`src/rtl/reg_dump.sv`:
```
// reg_dump: walks the register file debug read port over a programmable,
// wrapping address range and streams each captured word over valid/ready.
//
// state | meaning
// ------+-----------------------------------------------------------------
// IDLE  | waiting for start; counter holds its last address
// READ  | counter drives testRegAddress; exit edge captures data/addr/last
// SEND  | beat presented on dump_*; holds until dump_ready
// DONE  | one-cycle done pulse, then back to IDLE
module reg_dump #(
  parameter int DATA_WIDTH    = 32,
  parameter int ADDRESS_WIDTH = 5
) (
  input  logic                     clk,
  input  logic                     rst,
  input  logic                     start,
  input  logic [ADDRESS_WIDTH-1:0] first_reg,
  input  logic [ADDRESS_WIDTH-1:0] last_reg,
  output logic [ADDRESS_WIDTH-1:0] testRegAddress,
  input  logic [DATA_WIDTH-1:0]    testRegData,
  output logic                     dump_valid,
  input  logic                     dump_ready,
  output logic [DATA_WIDTH-1:0]    dump_data,
  output logic [ADDRESS_WIDTH-1:0] dump_addr,
  output logic                     dump_last,
  output logic                     busy,
  output logic                     done
);

  typedef enum logic [1:0] {
    S_IDLE = 2'd0,
    S_READ = 2'd1,
    S_SEND = 2'd2,
    S_DONE = 2'd3
  } state_t;

  state_t                   state_q, state_d;
  logic [ADDRESS_WIDTH-1:0] cnt_q, cnt_d;
  logic [ADDRESS_WIDTH-1:0] last_q, last_d;
  logic [DATA_WIDTH-1:0]    data_q, data_d;
  logic [ADDRESS_WIDTH-1:0] addr_q, addr_d;
  logic                     dlast_q, dlast_d;

  // Next-state and capture logic; output holding regs move only on READ exit.
  always_comb begin
    state_d = state_q;
    cnt_d   = cnt_q;
    last_d  = last_q;
    data_d  = data_q;
    addr_d  = addr_q;
    dlast_d = dlast_q;
    case (state_q)
      S_IDLE: begin
        if (start) begin
          cnt_d   = first_reg;
          last_d  = last_reg;
          state_d = S_READ;
        end
      end
      S_READ: begin
        data_d  = testRegData;
        addr_d  = cnt_q;
        dlast_d = (cnt_q == last_q);
        state_d = S_SEND;
      end
      S_SEND: begin
        if (dump_ready) begin
          if (dlast_q) begin
            state_d = S_DONE;
          end else begin
            // Natural overflow gives the modulo-2**ADDRESS_WIDTH wrap.
            cnt_d   = cnt_q + 1'b1;
            state_d = S_READ;
          end
        end
      end
      S_DONE: begin
        state_d = S_IDLE;
      end
      default: begin
        state_d = S_IDLE;
      end
    endcase
  end

  // State and holding registers; synchronous reset aborts any dump in flight.
  always_ff @(posedge clk) begin
    if (rst) begin
      state_q <= S_IDLE;
      cnt_q   <= '0;
      last_q  <= '0;
      data_q  <= '0;
      addr_q  <= '0;
      dlast_q <= 1'b0;
    end else begin
      state_q <= state_d;
      cnt_q   <= cnt_d;
      last_q  <= last_d;
      data_q  <= data_d;
      addr_q  <= addr_d;
      dlast_q <= dlast_d;
    end
  end

  assign testRegAddress = cnt_q;
  assign dump_data      = data_q;
  assign dump_addr      = addr_q;
  assign dump_last      = dlast_q;
  assign dump_valid     = (state_q == S_SEND);
  assign busy           = (state_q != S_IDLE);
  assign done           = (state_q == S_DONE);

endmodule

```
`config.mk`:
```
export PLATFORM = sky130hd
export DESIGN_NAME = reg_dump
export DESIGN_NICKNAME = d
export VERILOG_FILES = /design/src/rtl/reg_dump.sv
export SDC_FILE = /design/constraint.sdc
export NUM_CORES = 1
export LEC_CHECK = 0
export CAP_MARGIN = 15
export CORE_ASPECT_RATIO = 0.5
export CORE_MARGIN = 2
export CORE_UTILIZATION = 44
export CTS_BUF_LIST = sky130_fd_sc_hd__clkbuf_16
export DETAILED_ROUTE_END_ITERATION = 8
export GPL_ROUTABILITY_DRIVEN = 0
export PLACE_DENSITY = 0.91
export SETUP_SLACK_MARGIN = 0.1
export SLEW_MARGIN = 20
export SYNTH_ARGS = -nofsm -noshare
export SYNTH_HDL_FRONTEND = slang
export SYNTH_SLANG_ARGS = --single-unit
```
`constraint.sdc`:
```
create_clock -name clk -period 3.6 [get_ports clk]
set_clock_uncertainty 0.1 [all_clocks]
set_input_delay 0.72 -clock clk [delete_from_list [all_inputs] [get_ports clk]]
set_output_delay 0.72 -clock clk [all_outputs]
set_load 0.01 [all_outputs]
```
==> run_summary.xml <==
<?xml version="1.0" encoding="UTF-8"?>
<metrics>
  <group name="run_status">
    <metric name="run_status" unit="">finished, final reports clean</metric>
  </group>
  <group name="clock_network">
    <metric name="ctsRootBufferMaster" unit="">clkbuf_16</metric>
    <metric name="tritoncts.num_buffers" unit="">5</metric>
    <metric name="h-tree-depth" unit="">2</metric>
    <metric name="clk_pin_slew" unit="ns">0.06</metric>
    <metric name="cts-root-to-sink-buffers" unit="">2</metric>
    <metric name="cts_tree" unit="">built</metric>
    <metric name="cts_resized" unit="">0</metric>
    <metric name="cts_post_setup_buffers_inserted" unit="">0</metric>
    <metric name="post_cts_hold_buffer_count" unit="">0</metric>
    <metric name="clock_insertion_delay_worst_skew" unit="ns">0.28</metric>
    <metric name="cts.sinks" unit="">50</metric>
  </group>
  <group name="synth">
    <metric name="syn_area" unit="mm^2">0.00200</metric>
    <metric name="ys.warnings.count" unit="">0</metric>
    <metric name="synth_most_common_cell" unit="">nand2_1</metric>
    <metric name="synth_edf_count" unit="">0</metric>
    <metric name="synth.distinct_cells" unit="">36</metric>
    <metric name="synth-seq-cells" unit="">50</metric>
    <metric name="mappedNetlistNets" unit="">292</metric>
    <metric name="ys_async_sr_fraction" unit="">0</metric>
    <metric name="post_synth.cell_area_avg" unit="um^2">8.17</metric>
    <metric name="post_synth_most_frequent_cells" unit="">nand2_1 (87), dfxtp_1 (50), a21oi_1 (46)</metric>
    <metric name="yosysSeqAreaShare" unit="">0.500</metric>
    <metric name="ys_top_cells_by_area" unit="">dfxtp_1 (50%), nand2_1 (16%), a21oi_1 (12%)</metric>
    <metric name="post-synth-top-area-cell" unit="">dfxtp_1</metric>
    <metric name="syn_inst" unit="">245</metric>
    <metric name="main_flop_type_after_synthesis" unit="">dfxtp_1</metric>
    <metric name="share_of_the_synthesized_area_in_the_top_cell_type" unit="">0.500</metric>
  </group>
  <group name="grt">
    <metric name="grt_antenna_before_repair" unit="">0</metric>
    <metric name="grt_start_max_net_pins" unit="">54</metric>
    <metric name="via_count_of_the_first_global_routing_pass" unit="">1916</metric>
    <metric name="total_grt_usage" unit="">0.225</metric>
    <metric name="global_route.overflow_total" unit="">0</metric>
    <metric name="grt_pass1_wl" unit="mm">9.11</metric>
  </group>
  <group name="finish">
    <metric name="final-instance-count-excl-fill" unit="">385</metric>
    <metric name="syn_to_final_growth" unit="%">54.8</metric>
    <metric name="nets" unit="">374</metric>
    <metric name="num_antenna_cells" unit="">0</metric>
    <metric name="ratio_of_cells_with_drive_above_1_in_the_final_layout" unit="">0.0610</metric>
  </group>
  <group name="pwr">
    <metric name="power.sequential.fraction" unit="">0.426</metric>
    <metric name="peakVddDrop" unit="mV">0.223</metric>
    <metric name="leakage" unit="nW">1.13</metric>
    <metric name="combPwrFrac" unit="">0.166</metric>
    <metric name="power_switching" unit="uW">338</metric>
    <metric name="power.internal" unit="mW">1.12</metric>
    <metric name="swShare" unit="">0.232</metric>
    <metric name="pwr_density_cell" unit="mW/mm^2">469</metric>
    <metric name="share_of_power_burned_in_the_clock_network" unit="">0.408</metric>
  </group>
  <group name="worst_setup_path">
    <metric name="critical_path.slowest_cell" unit="">clkdlybuf4s50_1</metric>
    <metric name="cp_num_cells" unit="">3</metric>
    <metric name="critical_path.endpoint" unit="">dump_valid</metric>
    <metric name="timing_worst_setup_path_type" unit="">reg -&gt; out</metric>
    <metric name="cp-start-kind" unit="">flop</metric>
    <metric name="critical_r2r_launch" unit="">state_q[0]$_SDFFE_PP0P_</metric>
    <metric name="setup.worst_path.end_class" unit="">output port</metric>
    <metric name="regToRegEndpoint" unit="">dump_addr[3]$_SDFFE_PP0N_</metric>
    <metric name="critical_path.n_buffers_inverters" unit="">2</metric>
    <metric name="critPathRequiredTime" unit="ns">2.78</metric>
    <metric name="timing.critical_path.from" unit="">state_q[0]$_SDFFE_PP0P_</metric>
    <metric name="reg2reg_slack" unit="ns">1.53</metric>
    <metric name="worst-path-max-fanout" unit="">12</metric>
    <metric name="critical_path.cell_chain" unit="">nand2b_2, inv_1, clkdlybuf4s50_1</metric>
    <metric name="critical_path.max_stage_delay" unit="ns">0.60</metric>
    <metric name="cp_top_family" unit="">buffers and inverters</metric>
    <metric name="timing.reg2reg.worst_path_depth" unit="">4</metric>
    <metric name="crit_arrival" unit="ns">1.85</metric>
  </group>
  <group name="routing">
    <metric name="route.detailed.drc" unit="">0</metric>
    <metric name="route.antenna.remaining_nets" unit="">0</metric>
    <metric name="detail_route.wl_per_cell" unit="um">15.0</metric>
    <metric name="detailroute.via_count" unit="">2008</metric>
    <metric name="drtIter0Drc" unit="">98</metric>
    <metric name="first_pass_iters" unit="">4</metric>
    <metric name="routed_via_density" unit="">5.22</metric>
    <metric name="detail_route.wirelength" unit="mm">5.78</metric>
  </group>
  <group name="sta">
    <metric name="timing_max_transition_violations_final" unit="">0</metric>
    <metric name="worstMarginPinSlew" unit="ns">0.942</metric>
    <metric name="slew_headroom" unit="">0.372</metric>
    <metric name="setup_viol" unit="">0</metric>
    <metric name="layout_worst_path_cycle_share" unit="">0.741</metric>
    <metric name="hold-worst-slack" unit="ns">0.355</metric>
    <metric name="finalHoldViolCount" unit="">0</metric>
    <metric name="achievable-frequency" unit="MHz">375</metric>
    <metric name="fin_tns_setup" unit="ns">0</metric>
    <metric name="setup_repair_after_global_routing_missed_its_margin" unit="">no</metric>
    <metric name="final.min_clock_period" unit="ns">2.67</metric>
  </group>
  <group name="die">
    <metric name="floorplan.die_area" unit="mm^2">0.00513</metric>
    <metric name="placeableCoreArea" unit="mm^2">0.00438</metric>
    <metric name="row_count" unit="">17</metric>
    <metric name="boundaryPins" unit="">92</metric>
    <metric name="fp.dieW" unit="um">99.4</metric>
    <metric name="initial_cell_density_of_the_core" unit="">0.457</metric>
    <metric name="chipHeight" unit="um">51.7</metric>
  </group>
  <group name="worst_hold_path">
    <metric name="hold_path_class" unit="">reg -&gt; reg</metric>
  </group>
  <group name="placed_design">
    <metric name="hpwl" unit="mm">3.78</metric>
    <metric name="io_buffers" unit="">91</metric>
    <metric name="dp.cells" unit="">377</metric>
  </group>
  <group name="run">
    <metric name="max_cap_viol_count" unit="">0</metric>
  </group>
</metrics>
[cells by family (layout without fill, tap and decap cells)]
kind of cell | Yosys count | count (layout) | synth area share
xor+xnor | 5 | 5 | 0.0219
flops | 50 | 50 | 0.500
compound gates | 60 | 60 | 0.175
fa+ha+maj | 1 | 1 | 0.00625
buf+inv | 22 | 105 | 0.0494
simple gates | 107 | 107 | 0.247
[flip-flops by register name, summed over array words and instances (netlist names)]
name,flops
dump_addr,5
dump_data,32
dump_last,1
last_q,5
state_q,2
testRegAddress,5
[stage by stage]
stage                     instance area, um^2  power, mW   util  setup slack [ns]
after floorplan                          2000      0.738      -              1.81
after global placement                   2910      0.858  0.664              1.27
after global routing                     3100       1.50  0.707             0.812
after CTS                                3100       1.46  0.707             0.972
final                                    3100       1.45  0.707             0.931
after detailed placement                 2910      0.866  0.664              1.26
[metal layers]
layer / share of wire / GRT usage / vias up
met5: 0 / 0 / -
met4: 0.013 / 0.0639 / 0
met3: 0.052 / 0.0444 / 10
met2: 0.52 / 0.420 / 78
met1: 0.41 / 0.268 / 938
li1: - / - / 982
[power groups by stage]
stage / registers (mW) / logic, mW / clock network [mW]
2_1_floorplan: 0.633 / 0.105 / 0
3_3_place_gp: 0.627 / 0.231 / 0
3_5_place_dp: 0.629 / 0.236 / 0
6_report: 0.619 / 0.241 / 0.594
4_1_cts: 0.618 / 0.240 / 0.600
5_1_grt: 0.624 / 0.259 / 0.620
[final cells by class]
cell class | instances | area (um^2)
timing repair buffer | 92 | 913
fill | 329 | 1280
multi-input combinational | 173 | 903
inverter | 5 | 18.8
clock buffer | 5 | 125
tap | 57 | 71.3
sequential | 50 | 1000
clock inverter | 3 | 63.8
[tightest hold or removal path, stage by stage (launching register included)]
cell and delay (ns):
dfxtp_1 0.31, nand2_1 0.05, a21oi_1 0.05
[layout by cell type, fill, tap and decap left out, drive strengths merged]
| cell type | count |
|---|---|
| a2bb2oi | 3 |
| xor2 | 5 |
| or3b | 3 |
| nand3b | 1 |
| a22oi | 2 |
| nor3 | 1 |
| nand4bb | 1 |
| a221oi | 1 |
| and4bb | 1 |
| clkinv | 1 |
| a311oi | 1 |
| and2 | 1 |
| ha | 1 |
| a21o | 1 |
| a21oi | 46 |
| or4 | 1 |
| o22ai | 1 |
| nor4bb | 1 |
| nand2 | 87 |
| o41ai | 1 |
| clkbuf | 5 |
| dfxtp | 50 |
| o32ai | 3 |
| nand3 | 2 |
| buf | 2 |
| or2 | 1 |
| inv | 5 |
| nand2b | 3 |
| o21ai | 1 |
| clkdlybuf4s50 | 90 |
| nor2b | 1 |
| bufinv | 2 |
| nor2 | 2 |
| nor3b | 1 |
[worst min path at each step]
stage | startpoint | to | slack, ns | cells past startpoint
after floorplan | last_q[4]$_SDFFE_PP0P_ | last_q[4]$_SDFFE_PP0P_ | 0.35 | 2
after global placement | dump_addr[1]$_SDFFE_PP0N_ | dump_addr[1]$_SDFFE_PP0N_ | 0.34 | 2
after detailed placement | dump_data[0]$_SDFFE_PP0N_ | dump_data[0]$_SDFFE_PP0N_ | 0.35 | 2
after CTS | dump_data[0]$_SDFFE_PP0N_ | dump_data[0]$_SDFFE_PP0N_ | 0.35 | 2
after global routing | dump_data[26]$_SDFFE_PP0N_ | dump_data[26]$_SDFFE_PP0N_ | 0.37 | 2
final | dump_data[0]$_SDFFE_PP0N_ | dump_data[0]$_SDFFE_PP0N_ | 0.36 | 2
Note: power is estimated with default switching activity, not from simulation.
